$ cat src/rtl/rv_ctrl_pkg.sv
// ============================================================================
// rv_ctrl_pkg : shared encodings for the RV32I multicycle controller/datapath
// Revision    : 1.0 - initial release
// ============================================================================
`default_nettype none

package rv_ctrl_pkg;

    typedef enum logic [2:0] {
        ST_FETCH  = 3'd0,
        ST_DECODE = 3'd1,
        ST_EXEC   = 3'd2,
        ST_MEM    = 3'd3,
        ST_WB     = 3'd4,
        ST_TRAP   = 3'd5
    } state_t;

    typedef enum logic [3:0] {
        CLS_R      = 4'd0,
        CLS_I      = 4'd1,
        CLS_LOAD   = 4'd2,
        CLS_STORE  = 4'd3,
        CLS_BRANCH = 4'd4,
        CLS_LUI    = 4'd5,
        CLS_AUIPC  = 4'd6,
        CLS_JAL    = 4'd7,
        CLS_JALR   = 4'd8
    } op_class_t;

    localparam logic [6:0] c_op_r      = 7'b0110011;
    localparam logic [6:0] c_op_i      = 7'b0010011;
    localparam logic [6:0] c_op_load   = 7'b0000011;
    localparam logic [6:0] c_op_store  = 7'b0100011;
    localparam logic [6:0] c_op_branch = 7'b1100011;
    localparam logic [6:0] c_op_lui    = 7'b0110111;
    localparam logic [6:0] c_op_auipc  = 7'b0010111;
    localparam logic [6:0] c_op_jal    = 7'b1101111;
    localparam logic [6:0] c_op_jalr   = 7'b1100111;

    localparam logic [2:0] c_imm_i    = 3'd0;
    localparam logic [2:0] c_imm_s    = 3'd1;
    localparam logic [2:0] c_imm_b    = 3'd2;
    localparam logic [2:0] c_imm_u    = 3'd3;
    localparam logic [2:0] c_imm_j    = 3'd4;
    localparam logic [2:0] c_imm_none = 3'd7;

    localparam logic [1:0] c_pc_plus4  = 2'd0;
    localparam logic [1:0] c_pc_target = 2'd1;
    localparam logic [1:0] c_pc_jalr   = 2'd2;

    localparam logic [1:0] c_wb_alu = 2'd0;
    localparam logic [1:0] c_wb_mem = 2'd1;
    localparam logic [1:0] c_wb_pc4 = 2'd2;

    localparam logic [1:0] c_alu_add    = 2'd0;
    localparam logic [1:0] c_alu_sub    = 2'd1;
    localparam logic [1:0] c_alu_funct  = 2'd2;
    localparam logic [1:0] c_alu_pass_b = 2'd3;

    localparam logic [1:0] c_cause_none    = 2'd0;
    localparam logic [1:0] c_cause_illegal = 2'd1;
    localparam logic [1:0] c_cause_timeout = 2'd2;

    // funct3 010/011 have no branch meaning in RV32I
    function automatic logic branch_legal(input logic [2:0] funct3);
        return (funct3 != 3'b010) && (funct3 != 3'b011);
    endfunction

    function automatic logic branch_taken(input logic [2:0] funct3,
                                          input logic       eq,
                                          input logic       lt,
                                          input logic       ltu);
        logic cond;
        case (funct3[2:1])
            2'b00:   cond = eq;
            2'b10:   cond = lt;
            2'b11:   cond = ltu;
            default: cond = 1'b0;
        endcase
        return cond ^ funct3[0];
    endfunction

endpackage

`default_nettype wire

$ cat src/rtl/rv_opcode_class.sv
// ============================================================================
// rv_opcode_class : combinational opcode -> class / immediate format / legal
// Revision        : 1.0 - initial release
// ============================================================================
`default_nettype none

module rv_opcode_class
    import rv_ctrl_pkg::*;
(
    input  logic [6:0] opcode,
    output op_class_t  op_class,
    output logic [2:0] imm_sel,
    output logic       legal
);

    always_comb begin
        op_class = CLS_R;
        imm_sel  = c_imm_none;
        legal    = 1'b1;
        case (opcode)
            c_op_r:      begin op_class = CLS_R;      imm_sel = c_imm_none; end
            c_op_i:      begin op_class = CLS_I;      imm_sel = c_imm_i;    end
            c_op_load:   begin op_class = CLS_LOAD;   imm_sel = c_imm_i;    end
            c_op_store:  begin op_class = CLS_STORE;  imm_sel = c_imm_s;    end
            c_op_branch: begin op_class = CLS_BRANCH; imm_sel = c_imm_b;    end
            c_op_lui:    begin op_class = CLS_LUI;    imm_sel = c_imm_u;    end
            c_op_auipc:  begin op_class = CLS_AUIPC;  imm_sel = c_imm_u;    end
            c_op_jal:    begin op_class = CLS_JAL;    imm_sel = c_imm_j;    end
            c_op_jalr:   begin op_class = CLS_JALR;   imm_sel = c_imm_i;    end
            default:     legal = 1'b0;
        endcase
    end

endmodule

`default_nettype wire

$ cat src/rtl/rv_multicycle_ctrl.sv
// ============================================================================
// rv_multicycle_ctrl : multicycle RV32I control FSM with memory handshake,
//                      wait watchdog and retired-instruction counter
// Revision           : 1.0 - initial release
// ============================================================================
`default_nettype none

module rv_multicycle_ctrl
    import rv_ctrl_pkg::*;
#(
    parameter int TIMEOUT_CYCLES = 255,
    parameter int CNT_W          = 32
) (
    input  logic             clk,
    input  logic             rst_n,
    input  logic [31:0]      instr,
    input  logic             br_eq,
    input  logic             br_lt,
    input  logic             br_ltu,
    input  logic             mem_ready,
    output logic             mem_req,
    output logic             mem_we,
    output logic             addr_sel,
    output logic             ir_we,
    output logic             pc_we,
    output logic [1:0]       pc_src,
    output logic             reg_we,
    output logic [1:0]       wb_sel,
    output logic             alu_src_a,
    output logic             alu_src_b,
    output logic [1:0]       alu_op,
    output logic [2:0]       imm_sel,
    output logic             busy,
    output logic             trap,
    output logic [1:0]       trap_cause,
    output logic [CNT_W-1:0] instret
);

    localparam logic [15:0] c_wd_last = 16'(TIMEOUT_CYCLES - 1);

    state_t           state_q, state_d;
    op_class_t        cls_q, cls_d;
    logic [2:0]       imm_q, imm_d;
    logic [15:0]      wd_q, wd_d;
    logic             run_q, run_d;
    logic [1:0]       cause_q, cause_d;
    logic [CNT_W-1:0] instret_q, instret_d;
    logic             retire;

    op_class_t  dec_class;
    logic [2:0] dec_imm;
    logic       dec_legal;

    logic [2:0] funct3;
    logic [4:0] rd;
    logic       br_ok;
    logic       br_take;
    logic       w_unused_instr;

    assign funct3         = instr[14:12];
    assign rd             = instr[11:7];
    assign br_ok          = branch_legal(funct3);
    assign br_take        = branch_taken(funct3, br_eq, br_lt, br_ltu);
    assign w_unused_instr = ^instr[31:15];

    rv_opcode_class u_opcode_class (
        .opcode   (instr[6:0]),
        .op_class (dec_class),
        .imm_sel  (dec_imm),
        .legal    (dec_legal)
    );

    always_comb begin
        state_d   = state_q;
        cls_d     = cls_q;
        imm_d     = imm_q;
        wd_d      = wd_q;
        run_d     = 1'b1;
        cause_d   = cause_q;
        retire    = 1'b0;
        case (state_q)
            ST_FETCH, ST_MEM: begin
                // run_q gates the first cycle after reset so no request is live yet
                if (run_q) begin
                    if (mem_ready) begin
                        if (state_q == ST_FETCH) begin
                            state_d = ST_DECODE;
                        end else if (cls_q == CLS_LOAD) begin
                            state_d = ST_WB;
                        end else begin
                            state_d = ST_FETCH;
                            retire  = 1'b1;
                        end
                    end else if (wd_q == c_wd_last) begin
                        state_d = ST_TRAP;
                        cause_d = c_cause_timeout;
                    end else begin
                        wd_d = wd_q + 16'd1;
                    end
                end
            end
            ST_DECODE: begin
                cls_d = dec_class;
                imm_d = dec_imm;
                if (dec_legal) begin
                    state_d = ST_EXEC;
                end else begin
                    state_d = ST_TRAP;
                    cause_d = c_cause_illegal;
                end
            end
            ST_EXEC: begin
                case (cls_q)
                    CLS_BRANCH: begin
                        if (br_ok) begin
                            state_d = ST_FETCH;
                            retire  = 1'b1;
                        end else begin
                            state_d = ST_TRAP;
                            cause_d = c_cause_illegal;
                        end
                    end
                    CLS_LOAD, CLS_STORE: state_d = ST_MEM;
                    default:             state_d = ST_WB;
                endcase
            end
            ST_WB: begin
                state_d = ST_FETCH;
                retire  = 1'b1;
            end
            default: state_d = ST_TRAP;
        endcase
        if ((state_d != state_q) && ((state_d == ST_FETCH) || (state_d == ST_MEM))) begin
            wd_d = 16'd0;
        end
        instret_d = instret_q + CNT_W'(retire);
    end

    always_ff @(posedge clk) begin
        if (!rst_n) begin
            state_q   <= ST_FETCH;
            cls_q     <= CLS_R;
            imm_q     <= c_imm_none;
            wd_q      <= 16'd0;
            run_q     <= 1'b0;
            cause_q   <= c_cause_none;
            instret_q <= '0;
        end else begin
            state_q   <= state_d;
            cls_q     <= cls_d;
            imm_q     <= imm_d;
            wd_q      <= wd_d;
            run_q     <= run_d;
            cause_q   <= cause_d;
            instret_q <= instret_d;
        end
    end

    always_comb begin
        mem_req    = 1'b0;
        mem_we     = 1'b0;
        addr_sel   = 1'b0;
        ir_we      = 1'b0;
        pc_we      = 1'b0;
        pc_src     = c_pc_plus4;
        reg_we     = 1'b0;
        wb_sel     = c_wb_alu;
        alu_src_a  = 1'b0;
        alu_src_b  = 1'b0;
        alu_op     = c_alu_add;
        imm_sel    = c_imm_none;
        busy       = 1'b0;
        trap       = (state_q == ST_TRAP);
        trap_cause = cause_q;
        instret    = instret_q;

        // ALU setup stays stable from EXEC through WB so results need no holding register
        if ((state_q == ST_EXEC) || (state_q == ST_MEM) || (state_q == ST_WB)) begin
            imm_sel = imm_q;
            case (cls_q)
                CLS_R:      alu_op = c_alu_funct;
                CLS_I:      begin alu_src_b = 1'b1; alu_op = c_alu_funct; end
                CLS_BRANCH: alu_op = c_alu_sub;
                CLS_LUI:    begin alu_src_b = 1'b1; alu_op = c_alu_pass_b; end
                CLS_AUIPC,
                CLS_JAL:    begin alu_src_a = 1'b1; alu_src_b = 1'b1; end
                default:    alu_src_b = 1'b1;
            endcase
        end

        case (state_q)
            ST_FETCH: begin
                mem_req = run_q;
                ir_we   = run_q & mem_ready;
            end
            ST_DECODE: begin
                busy    = 1'b1;
                imm_sel = dec_imm;
            end
            ST_EXEC: begin
                busy = 1'b1;
                if (cls_q == CLS_BRANCH) begin
                    pc_we  = br_ok;
                    pc_src = (br_ok && br_take) ? c_pc_target : c_pc_plus4;
                end
            end
            ST_MEM: begin
                busy     = 1'b1;
                mem_req  = 1'b1;
                addr_sel = 1'b1;
                mem_we   = (cls_q == CLS_STORE);
                pc_we    = mem_ready && (cls_q == CLS_STORE);
            end
            ST_WB: begin
                busy   = 1'b1;
                pc_we  = 1'b1;
                reg_we = (rd != 5'd0);
                case (cls_q)
                    CLS_LOAD: wb_sel = c_wb_mem;
                    CLS_JAL:  begin wb_sel = c_wb_pc4; pc_src = c_pc_target; end
                    CLS_JALR: begin wb_sel = c_wb_pc4; pc_src = c_pc_jalr;   end
                    default:  wb_sel = c_wb_alu;
                endcase
            end
            default: ;
        endcase
    end

endmodule

`default_nettype wire
$ cat config.mk
export PLATFORM = sky130hd
export DESIGN_NAME = rv_multicycle_ctrl
export DESIGN_NICKNAME = d
export VERILOG_FILES = /design/src/rtl/rv_ctrl_pkg.sv /design/src/rtl/rv_opcode_class.sv /design/src/rtl/rv_multicycle_ctrl.sv
export SDC_FILE = /design/constraint.sdc
export NUM_CORES = 1
export LEC_CHECK = 0
export BUFFER_PORTS_ARGS = -buffer_cell sky130_fd_sc_hd__buf_2
export CORE_UTILIZATION = 57
export CTS_CLUSTER_DIAMETER = 30
export CTS_CLUSTER_SIZE = 25
export DETAILED_ROUTE_END_ITERATION = 6
export GPL_TIMING_DRIVEN = 0
export HOLD_SLACK_MARGIN = 0.15
export PLACE_DENSITY = 0.86
export SYNTH_ARGS = -nofsm -noshare
export SYNTH_HDL_FRONTEND = slang
export SYNTH_SLANG_ARGS = --single-unit
$ cat constraint.sdc
create_clock -name clk -period 4.85 [get_ports clk]
set_input_delay 1.455 -clock clk [delete_from_list [all_inputs] [get_ports clk]]
set_output_delay 1.455 -clock clk [all_outputs]
set_load 0.1 [all_outputs]
==> results.json, run 1 <==
{
  "outcome": "finished, final reports clean",
  "drt_iter0_markers": 153,
  "fin_worst_skew_ns": 0.0117,
  "wl_um": 7820,
  "synth-simple-area-share_pct": 32.3,
  "cts_buffers": 9,
  "critPathArrivalTime_ns": 2.95,
  "first_pass_iters": 4,
  "syn-cell-area_um2": 3380,
  "antenna_left": 0,
  "clk_pin_slew_ns": 0.07,
  "holdCritPathClass": "register to register",
  "critical_path_class": "input pin to primary output",
  "crit_required_ns": 3.39,
  "h-tree-depth": 3,
  "synth.avg_cell_area_um2": 8.17,
  "yosys_register_bits": 61,
  "syn_to_final_growth_pct": 19.9,
  "crit_fanout": 3,
  "num_rows": 27,
  "layout-drive-gt1-share_pct": 23.3,
  "worst_slack_ns": 0.447,
  "slew-limit-headroom_pct": 39.7,
  "hold_buffers": 0,
  "core_um2": 5610,
  "synth_async_sr_flop_share_pct": 0,
  "synth_edf_count": 0,
  "grt_use_total_pct": 25.7,
  "start_util_pct": 60.3,
  "die_w_um": 79.0,
  "die_area_um2": 6250,
  "gp_congestion": 0.901,
  "overflow": 0,
  "dp_slack_ns": 0.466,
  "dpl.hpwl_um": 5680,
  "antenna_found_initial": 0,
  "synthXorXnorAreaFrac_pct": 11.7,
  "finalPower_w": 0.00115,
  "yosysWarnings": 0,
  "setup_tns_ns": 0,
  "synth_top_family_by_area": "simple AND/OR/NAND/NOR gates",
  "drv_slew": 0,
  "grt_pass1_vias": 2918,
  "synth-seq-area-share_pct": 36.1,
  "vias_per_cell": 5.73,
  "leakage_nw": 1.67,
  "max_cap_violations": 0,
  "cts_tree": "yes",
  "synthMuxAreaShare_pct": 0.925,
  "period_minus_slack_ns": 4.40,
  "io_pins": 91,
  "synth-compound-area-share_pct": 13.2,
  "reg2regPathDepth": 12,
  "peakVddDrop_v": 0.000204,
  "postCtsSetupRepairBufs": 0,
  "synth_cell_types": 58,
  "grt_pass1_wl_um": 12800,
  "vias": 3288,
  "drc": 0,
  "worstHoldPathCells": 2,
  "setup_viol": 0,
  "place_area_um2": 3860,
  "io_buffers": 72,
  "mostFrequentLayoutCell": "buf_2",
  "ys.flop_type": "dfxtp_1",
  "cts_sinks": 61,
  "final_core_util_pct": 72.3,
  "wl_per_cell_um": 13.6,
  "max_freq_mhz": 227,
  "syn_nets": 456,
  "clock_latency_ns": 0.34,
  "cp-start-kind": "input pin",
  "crit_start": "instr[13]",
  "grt_max_degree": 12,
  "fin_nets": 539,
  "rsz0062_at_grt": "no",
  "finalHoldViolCount": 0,
  "cts_resized": 0,
  "r2r-start": "cls_q[3]",
  "postLayoutCellArea_um2": 4060,
  "syn_inst": 414,
  "most-common-layout-cells": "76 x buf_2, 61 x dfxtp_1, 52 x nor2_1",
  "synth_fa_ha_area_share_pct": 1.48,
  "worst_pin_slew_ns": 0.896,
  "power.density_nw_per_um2": 284,
  "antennaDiodeCount": 0,
  "die_h_um": 79.0,
  "cts_root_buffer": "clkbuf_8",
  "cts_max_path_buffers": 2,
  "cp-end-kind": "primary output",
  "min_from": "trap_cause[0]",
  "period_share_pct": 90.8
}
==> per-stage QoR <==
step	hold slack, ns	instances
2_1_floorplan	0.459	414
3_3_place_gp	0.441	558
3_5_place_dp	0.454	558
4_1_cts	0.465	574
5_1_grt	0.493	574
6_report	0.461	574
==> path summary, 6_finish.rpt <==
kind,endpoint,slack [ns]
worst min-delay path,trap_cause[0],0.46
worst max-delay path,pc_src[0],0.45
worst max register to register,instret[30],1.13
worst min register to register,trap_cause[0],0.46
==> layout make-up <==
cell class                 instances  area, µm²
buffer                            21        114
clock inverter                     6       62.6
inverter                           8       30.0
tap                               72       90.1
multi-input combinational        324       2040
fill                             429       1550
timing repair buffer              72        360
sequential                        61       1220
clock buffer                      10        138
==> power by group <==
group / total, W / internal [W] / leakage [nW] / switching, W
clock: 0.000448 / 0.000249 / 0.0943 / 0.000199
sequential: 0.000516 / 0.000509 / 0.493 / 0.00000724
combinational: 0.000189 / 0.0000516 / 1.08 / 0.000138
==> synth_stat cells, types with 4 or more instances <==
cell,count,area [µm²]
a21oi_2,4,35.0
inv_1,8,30.0
or3_1,4,25.0
xor2_1,29,254
ha_1,4,50.1
buf_6,4,45.0
and4_1,4,35.0
nand4_1,10,62.6
a21oi_1,32,160
clkbuf_1,13,48.8
o21ai_0,8,40.0
nor3_1,12,60.1
and2_1,8,50.1
dfxtp_1,61,1220
buf_2,4,20.0
xnor2_1,16,140
nand3_1,21,105
nor4_1,6,37.5
nor2_1,52,195
nand2_1,40,150
nor2b_1,5,31.3
and3_1,9,56.3
nand2b_1,12,75.1
==> critical path, cell delays in order <==
cell and delay [ns]:
buf_2 0.10, mux2_2 0.34, a22oi_1 0.25, xor2_1 0.11, o22ai_1 0.12, nor2b_2 0.15, buf_2 0.42
==> registers in the layout (all words and copies together), names as in the netlist <==
signal,cells
state_q,3
cls_q,4
instret,32
trap_cause,2
wd_q,16
run_q,1
imm_q,3
==> routing by layer <==
| layer | track usage, % | vias to the layer above | share of wire, % |
|---|---|---|---|
| li1 | - | 1610 | - |
| met1 | 30.5 | 1560 | 44 |
| met2 | 44.7 | 104 | 49 |
| met3 | 4.02 | 14 | 5.2 |
| met4 | 12.5 | 0 | 1.7 |
| met5 | 0 | - | 0 |
==> logic make-up after synthesis <==
family | after synthesis
xor gates and xnor gates | 45
AOI/OAI and AO/OA | 67
adders and majority gates | 4
DFF | 61
buffers and inverters | 29
and+or+nand+nor | 205
muxes | 3
No activity file was read; power rests on OpenSTA's default activity.
==> run 2, diff against run 1 <==
--- a/config.mk
+++ b/config.mk
@@ -6,13 +6,13 @@
 export NUM_CORES = 1
 export LEC_CHECK = 0
 export BUFFER_PORTS_ARGS = -buffer_cell sky130_fd_sc_hd__buf_2
-export CORE_UTILIZATION = 57
+export CORE_UTILIZATION = 53
 export CTS_CLUSTER_DIAMETER = 30
 export CTS_CLUSTER_SIZE = 25
 export DETAILED_ROUTE_END_ITERATION = 6
 export GPL_TIMING_DRIVEN = 0
 export HOLD_SLACK_MARGIN = 0.15
-export PLACE_DENSITY = 0.86
+export PLACE_DENSITY = 0.8
 export SYNTH_ARGS = -nofsm -noshare
 export SYNTH_HDL_FRONTEND = slang
 export SYNTH_SLANG_ARGS = --single-unit
==> constraint.sdc (replaced) <==
create_clock -name clk -period 4.45 [get_ports clk]
set_input_delay 1.335 -clock clk [delete_from_list [all_inputs] [get_ports clk]]
set_output_delay 1.335 -clock clk [all_outputs]
set_load 0.1 [all_outputs]
==> run 2 against run 1 <==
Net effect:
- cell area rose by 0.12%
- clock skew fell by 0.0033 ns
- register-to-register slack got worse by 0.54 ns
- largest cell class unchanged
- global-route usage fell by 0.76 points
- setup slack got worse by 0.12 ns
==> results.json, run 2 (synthesis results as in run 1) <==
{
  "cp-end-kind": "primary output",
  "grt_use_total_pct": 24.9,
  "layout.cells.non_filler": 576,
  "path_common_cell": "buf_2",
  "crit_fanout": 10,
  "max_freq_mhz": 243,
  "max_cap_violations": 0,
  "critPathArrivalTime_ns": 2.78,
  "comb_power_share_pct": 16.3,
  "setup_viol": 0,
  "p_switching_w": 0.000372,
  "final_core_util_pct": 67.4,
  "dpl.hpwl_um": 5730,
  "grt_util_met1_pct": 30.8,
  "drc": 0,
  "period_share_pct": 92.5,
  "worst_pin_slew_ns": 0.961,
  "start_util_pct": 56.1,
  "core_um2": 6030,
  "vias": 3165,
  "drt_iter0_markers": 176,
  "postLayoutCellArea_um2": 4060,
  "syn_to_final_growth_pct": 20.1,
  "clock_latency_ns": 0.34,
  "io_buffers": 72,
  "min_from": "trap_cause[1]",
  "cts_max_path_buffers": 2,
  "grt_pass1_vias": 2815,
  "crit_start": "instr[5]",
  "critPathSlowestCell": "buf_2",
  "mostFrequentLayoutCell": "buf_2",
  "place_area_um2": 3860,
  "p_clk_share_pct": 39.2,
  "swShare_pct": 29.4,
  "cts_sinks": 61,
  "leakage_nw": 1.68,
  "cts_tree": "yes",
  "cts_resized": 0,
  "slew-limit-headroom_pct": 35.3,
  "first_pass_iters": 4,
  "cts_buffers": 9,
  "antennaDiodeCount": 0,
  "crit_required_ns": 3.12,
  "grt.met2_usage_pct": 41.3,
  "most-common-layout-cells": "76 x buf_2, 61 x dfxtp_1, 51 x nor2_1",
  "fin_worst_skew_ns": 0.00844,
  "die_w_um": 81.9,
  "largest_reg_flops": 32,
  "antenna_found_initial": 0,
  "wl_um": 7910,
  "die_h_um": 81.9,
  "io_pins": 91,
  "slowest_delay_ns": 0.42,
  "clk_pin_slew_ns": 0.07,
  "finalHoldViolCount": 0,
  "holdCritPathClass": "register to register",
  "antenna_left": 0,
  "overflow": 0,
  "num_rows": 28,
  "h-tree-depth": 3,
  "hold_buffers": 0,
  "internal-power_w": 0.000895,
  "peakVddDrop_v": 0.000259,
  "period_minus_slack_ns": 4.12,
  "die_area_um2": 6700,
  "wl_per_cell_um": 13.7,
  "r2r-start": "cls_q[2]",
  "postCtsSetupRepairBufs": 0,
  "dp_cells": 561,
  "gp_congestion": 0.896,
  "critical_path_class": "input pin to primary output",
  "rsz0062_at_grt": "no",
  "crit_chain": "buf_2 > clkbuf_1 > nand2_1 > o211ai_1 > o32a_1 > a21o_1 > buf_2",
  "grt_max_degree": 11,
  "grt-busiest-layer": "met2",
  "groute.layer.met3.usage_pct": 6.56,
  "fin_nets": 539,
  "outcome": "finished, final reports clean",
  "layout-drive-gt1-share_pct": 23.4,
  "cts_root_buffer": "clkbuf_8",
  "grt_pass1_wl_um": 12700,
  "power.density_nw_per_um2": 312,
  "drv_slew": 0,
  "cp-start-kind": "input pin",
  "vias_per_cell": 5.49,
  "pwr-share-seq_pct": 44.4,
  "nFillCells": 512
}
==> run 2: cell types whose count changed in the layout (fill, tap and decap cells not counted), sizes merged <==
| cell | delta |
|---|---|
| clkinvlp | -2 |
| clkbuf | +1 |
==> run 2: critical path, delay by kind of cell <==
kind	cells	cell delay (ns)
buffers and inverters	3	0.81
AO/OA/AOI/OAI	3	0.49
AND/OR/NAND/NOR	1	0.14
==> run 2: path summary, 6_finish.rpt <==
check | slack, ns | cells after the start | end
setup / recovery | 0.33 | 7 | imm_sel[2]
hold / removal | 0.46 | 2 | trap_cause[1]
setup reg to reg | 0.59 | 12 | instret[28]
hold reg to reg | 0.46 | 2 | trap_cause[1]
==> run 2: area by class of cell <==
cell class	instances	area [µm²]	share of cell area, %
inverters	8	30.0	0.739
repair buffers	72	360	8.87
clock inverters	4	47.5	1.17
clock buffers	11	151	3.73
flip-flops and latches	61	1220	30.1
plain buffers	21	114	2.80
well taps	75	93.8	2.31
multi-input cells	324	2040	50.3
==> run 2: through the flow <==
step | TNS [ns] | hold slack [ns] | total power, W | setup WS, ns
6_report | 0 | 0.458 | 0.00127 | 0.332
4_1_cts | 0 | 0.463 | 0.00127 | 0.348
5_1_grt | 0 | 0.493 | 0.00132 | 0.143
2_1_floorplan | -0.0903 | 0.459 | 0.000735 | -0.0903
3_5_place_dp | 0 | 0.453 | 0.000779 | 0.355
3_3_place_gp | 0 | 0.442 | 0.000775 | 0.384
==> run 2: power groups by stage <==
stage	clock network, W	logic [W]	registers (W)
final	0.000497	0.000207	0.000563
after global routing	0.000531	0.000223	0.000564
after CTS	0.000503	0.000206	0.000563
after detailed placement	0	0.000205	0.000575
after global placement	0	0.000200	0.000574
after floorplan	0	0.000143	0.000591
==> run 2: routing by layer <==
layer  share of wire, %  wire [µm]
met5                  0          0
met4                1.7        133
met3                4.5        356
met2                 48       3790
met1                 46       3630
==> run 3, diff against run 2 <==
--- a/config.mk
+++ b/config.mk
@@ -5,14 +5,17 @@
 export SDC_FILE = /design/constraint.sdc
 export NUM_CORES = 1
 export LEC_CHECK = 0
+export ABC_AREA = 1
 export BUFFER_PORTS_ARGS = -buffer_cell sky130_fd_sc_hd__buf_2
-export CORE_UTILIZATION = 53
+export CAP_MARGIN = 10
+export CORE_ASPECT_RATIO = 2
+export CORE_UTILIZATION = 54
 export CTS_CLUSTER_DIAMETER = 30
 export CTS_CLUSTER_SIZE = 25
 export DETAILED_ROUTE_END_ITERATION = 6
 export GPL_TIMING_DRIVEN = 0
 export HOLD_SLACK_MARGIN = 0.15
-export PLACE_DENSITY = 0.8
+export PLACE_DENSITY = 0.81
 export SYNTH_ARGS = -nofsm -noshare
 export SYNTH_HDL_FRONTEND = slang
 export SYNTH_SLANG_ARGS = --single-unit
==> run 3 against run 2 <==
Net effect:
- sequential share of layout area down 2.4 points
- clock-buffer cell count up 1
- sequential cell count unchanged
- critical path depth increased by 4
- sequential power grew 6.2%
- total power is 47% higher
- critical path type unchanged
- cell count rose by 28%
- clock skew is 0.0030 ns lower
==> results.json, run 3 <==
{
  "peakVddDrop_v": 0.000376,
  "synth-simple-area-share_pct": 40.3,
  "critPathArrivalTime_ns": 3.00,
  "h-tree-depth": 3,
  "io_pins": 91,
  "num_rows": 41,
  "critPathSlowestCell": "buf_2",
  "grt_use_total_pct": 28.7,
  "period_share_pct": 97.5,
  "overflow": 0,
  "antenna_found_initial": 0,
  "vias_per_cell": 5.27,
  "cts_buffers": 9,
  "critical_path_class": "input pin to primary output",
  "core_um2": 6410,
  "max_cap_violations": 0,
  "postLayoutCellArea_um2": 4410,
  "crit_chain": "buf_2 > nand2_1 > inv_1 > nand2_1 > nor2_1 > nor2_2 > inv_1 > o31ai_1 > o22ai_1 > nand2_1 > buf_2",
  "largest_reg_flops": 32,
  "cts_max_path_buffers": 2,
  "slowest_delay_ns": 0.42,
  "synth_async_sr_flop_share_pct": 0,
  "internal-power_w": 0.00114,
  "place_area_um2": 4110,
  "cp-end-kind": "primary output",
  "yosysWarnings": 0,
  "die_w_um": 59.9,
  "clock_latency_ns": 0.32,
  "syn-cell-area_um2": 3620,
  "vias": 3881,
  "clk_pin_slew_ns": 0.05,
  "ys.flop_type": "dfxtp_1",
  "crit_fanout": 3,
  "wl_um": 9760,
  "gp_congestion": 0.992,
  "nFillCells": 579,
  "io_buffers": 73,
  "synthXorXnorAreaFrac_pct": 4.83,
  "synth_fa_ha_area_share_pct": 1.38,
  "synth.top_cell.area_share_pct": 33.7,
  "wl_per_cell_um": 13.3,
  "fin_nets": 687,
  "cts_sinks": 61,
  "finalHoldViolCount": 0,
  "synth_top_family_by_area": "simple AND/OR/NAND/NOR gates",
  "drv_slew": 0,
  "setup_tns_ns": 0,
  "setup_viol": 0,
  "cp_top_family": "buffers and inverters",
  "die_area_um2": 7060,
  "pwr-share-seq_pct": 32.1,
  "synthMuxAreaShare_pct": 0,
  "mostFrequentLayoutCell": "nand2_1",
  "holdCritPathClass": "register to register",
  "slew-limit-headroom_pct": 61.3,
  "synth_cell_types": 40,
  "cts_tree": "yes",
  "worst_pin_slew_ns": 0.581,
  "yosysMostFrequentCell": "nand2_1",
  "first_pass_iters": 5,
  "critical_path_buf_inv_count": 4,
  "die_h_um": 118,
  "drc": 0,
  "cts_root_buffer": "clkbuf_16",
  "syn_inst": 561,
  "synth_edf_count": 0,
  "fin_worst_skew_ns": 0.00544,
  "antennaDiodeCount": 0,
  "synthTopCellsByArea": "dfxtp_1 34%, nand2_1 14%, inv_1 8.9%",
  "antenna_left": 0,
  "period_minus_slack_ns": 4.34,
  "syn_to_final_growth_pct": 21.7,
  "p_clk_share_pct": 36.8,
  "rsz0062_at_grt": "no",
  "swShare_pct": 38.7,
  "grt_pass1_wl_um": 15600,
  "outcome": "finished, final reports clean",
  "crit_required_ns": 3.12,
  "grt_pass1_vias": 3727,
  "max_freq_mhz": 230,
  "power.density_nw_per_um2": 423,
  "drt_iter0_markers": 201,
  "synth-seq-area-share_pct": 33.7,
  "synth-compound-area-share_pct": 9.50,
  "path_common_cell": "nand2_1",
  "start_util_pct": 56.5,
  "comb_power_share_pct": 31.1,
  "synthTopCellsByCount": "137 x nand2_1, 86 x inv_1, 79 x nor2_1",
  "synth.avg_cell_area_um2": 6.46,
  "dpl.hpwl_um": 7540,
  "cp-start-kind": "input pin",
  "p_switching_w": 0.000722,
  "syn_nets": 603,
  "most-common-layout-cells": "137 x nand2_1, 86 x inv_1, 79 x nor2_1",
  "leakage_nw": 2.14,
  "grt_max_degree": 11,
  "yosys_register_bits": 61,
  "synth_area_leader_cell": "dfxtp_1",
  "layout-drive-gt1-share_pct": 19.2
}
run 3: changes by cell type after synthesis, sizes merged, moves of 12 or more:
cell   before  now
nand2      40  144
nor2       56   85
inv         8   90
xor2       29   15
o21ai       9   21
nand3      21   35
run 3: power by group through the flow:
| stage | registers (W) | clock network (W) | logic, W |
|---|---|---|---|
| global route | 0.000601 | 0.000714 | 0.000616 |
| detailed placement | 0.000609 | 0 | 0.000575 |
| finish | 0.000598 | 0.000686 | 0.000581 |
| floorplan | 0.000664 | 0 | 0.000414 |
| CTS | 0.000598 | 0.000690 | 0.000579 |
| global placement | 0.000608 | 0 | 0.000564 |
run 3: worst min-delay path: stages (launching register included):
cell     delay [ns]
dfxtp_1        0.31
nand2_1        0.06
a21oi_1        0.06
run 3: area by class of cell:
class,instances,area [µm²],share of cell area [%]
buffer,6,31.3,0.709
clock buffer,12,246,5.59
clock inverter,4,47.5,1.08
inverter,91,342,7.74
multi-input combinational,403,2050,46.4
sequential,61,1220,27.7
tap,86,108,2.44
timing repair buffer,73,368,8.34
run 3: final timing paths:
check / start / slack, ns / cells after the start / end
max: instr[1] / 0.11 / 11 / imm_sel[1]
min: instret[31] / 0.48 / 2 / instret[31]
max reg2reg: state_q[2] / 1.35 / 20 / instret[28]
min reg2reg: instret[31] / 0.48 / 2 / instret[31]
run 3: repair_timing:
item,in CTS,in global routing
setup buffers,0,0
gates resized for setup,0,1
hold buffers,0,0
setup endpoints to repair,0,1
run 3: layer usage:
metal	part of all wire, %	track usage (%)	vias up
li1	-	-	1960
met1	35	26.7	1776
met2	56	52.7	103
met3	4.0	4.62	42
met4	4.3	19.2	0
met5	0	0	-
run 3: logic make-up (layout without fill, tap and decap cells):
| kind of cell | Yosys count | after routing |
|---|---|---|
| AOI/OAI and AO/OA | 62 | 62 |
| DFF | 61 | 61 |
| xor gates and xnor gates | 20 | 20 |
| buffers and inverters | 97 | 186 |
| and+or+nand+nor | 317 | 317 |
| adders and majority gates | 4 | 4 |
run 3: stage by stage:
stage | cells | setup slack [ns] | hold slack [ns] | total power [W] | util [%]
CTS | 736 | 0.133 | 0.479 | 0.00187 | 68.7
detailed placement | 720 | 0.136 | 0.454 | 0.00118 | 64.2
floorplan | 561 | -0.282 | 0.452 | 0.00108 | -
global route | 736 | 0.000155 | 0.498 | 0.00193 | 68.8
global placement | 720 | 0.174 | 0.451 | 0.00117 | 64.2
finish | 736 | 0.111 | 0.479 | 0.00186 | 68.8
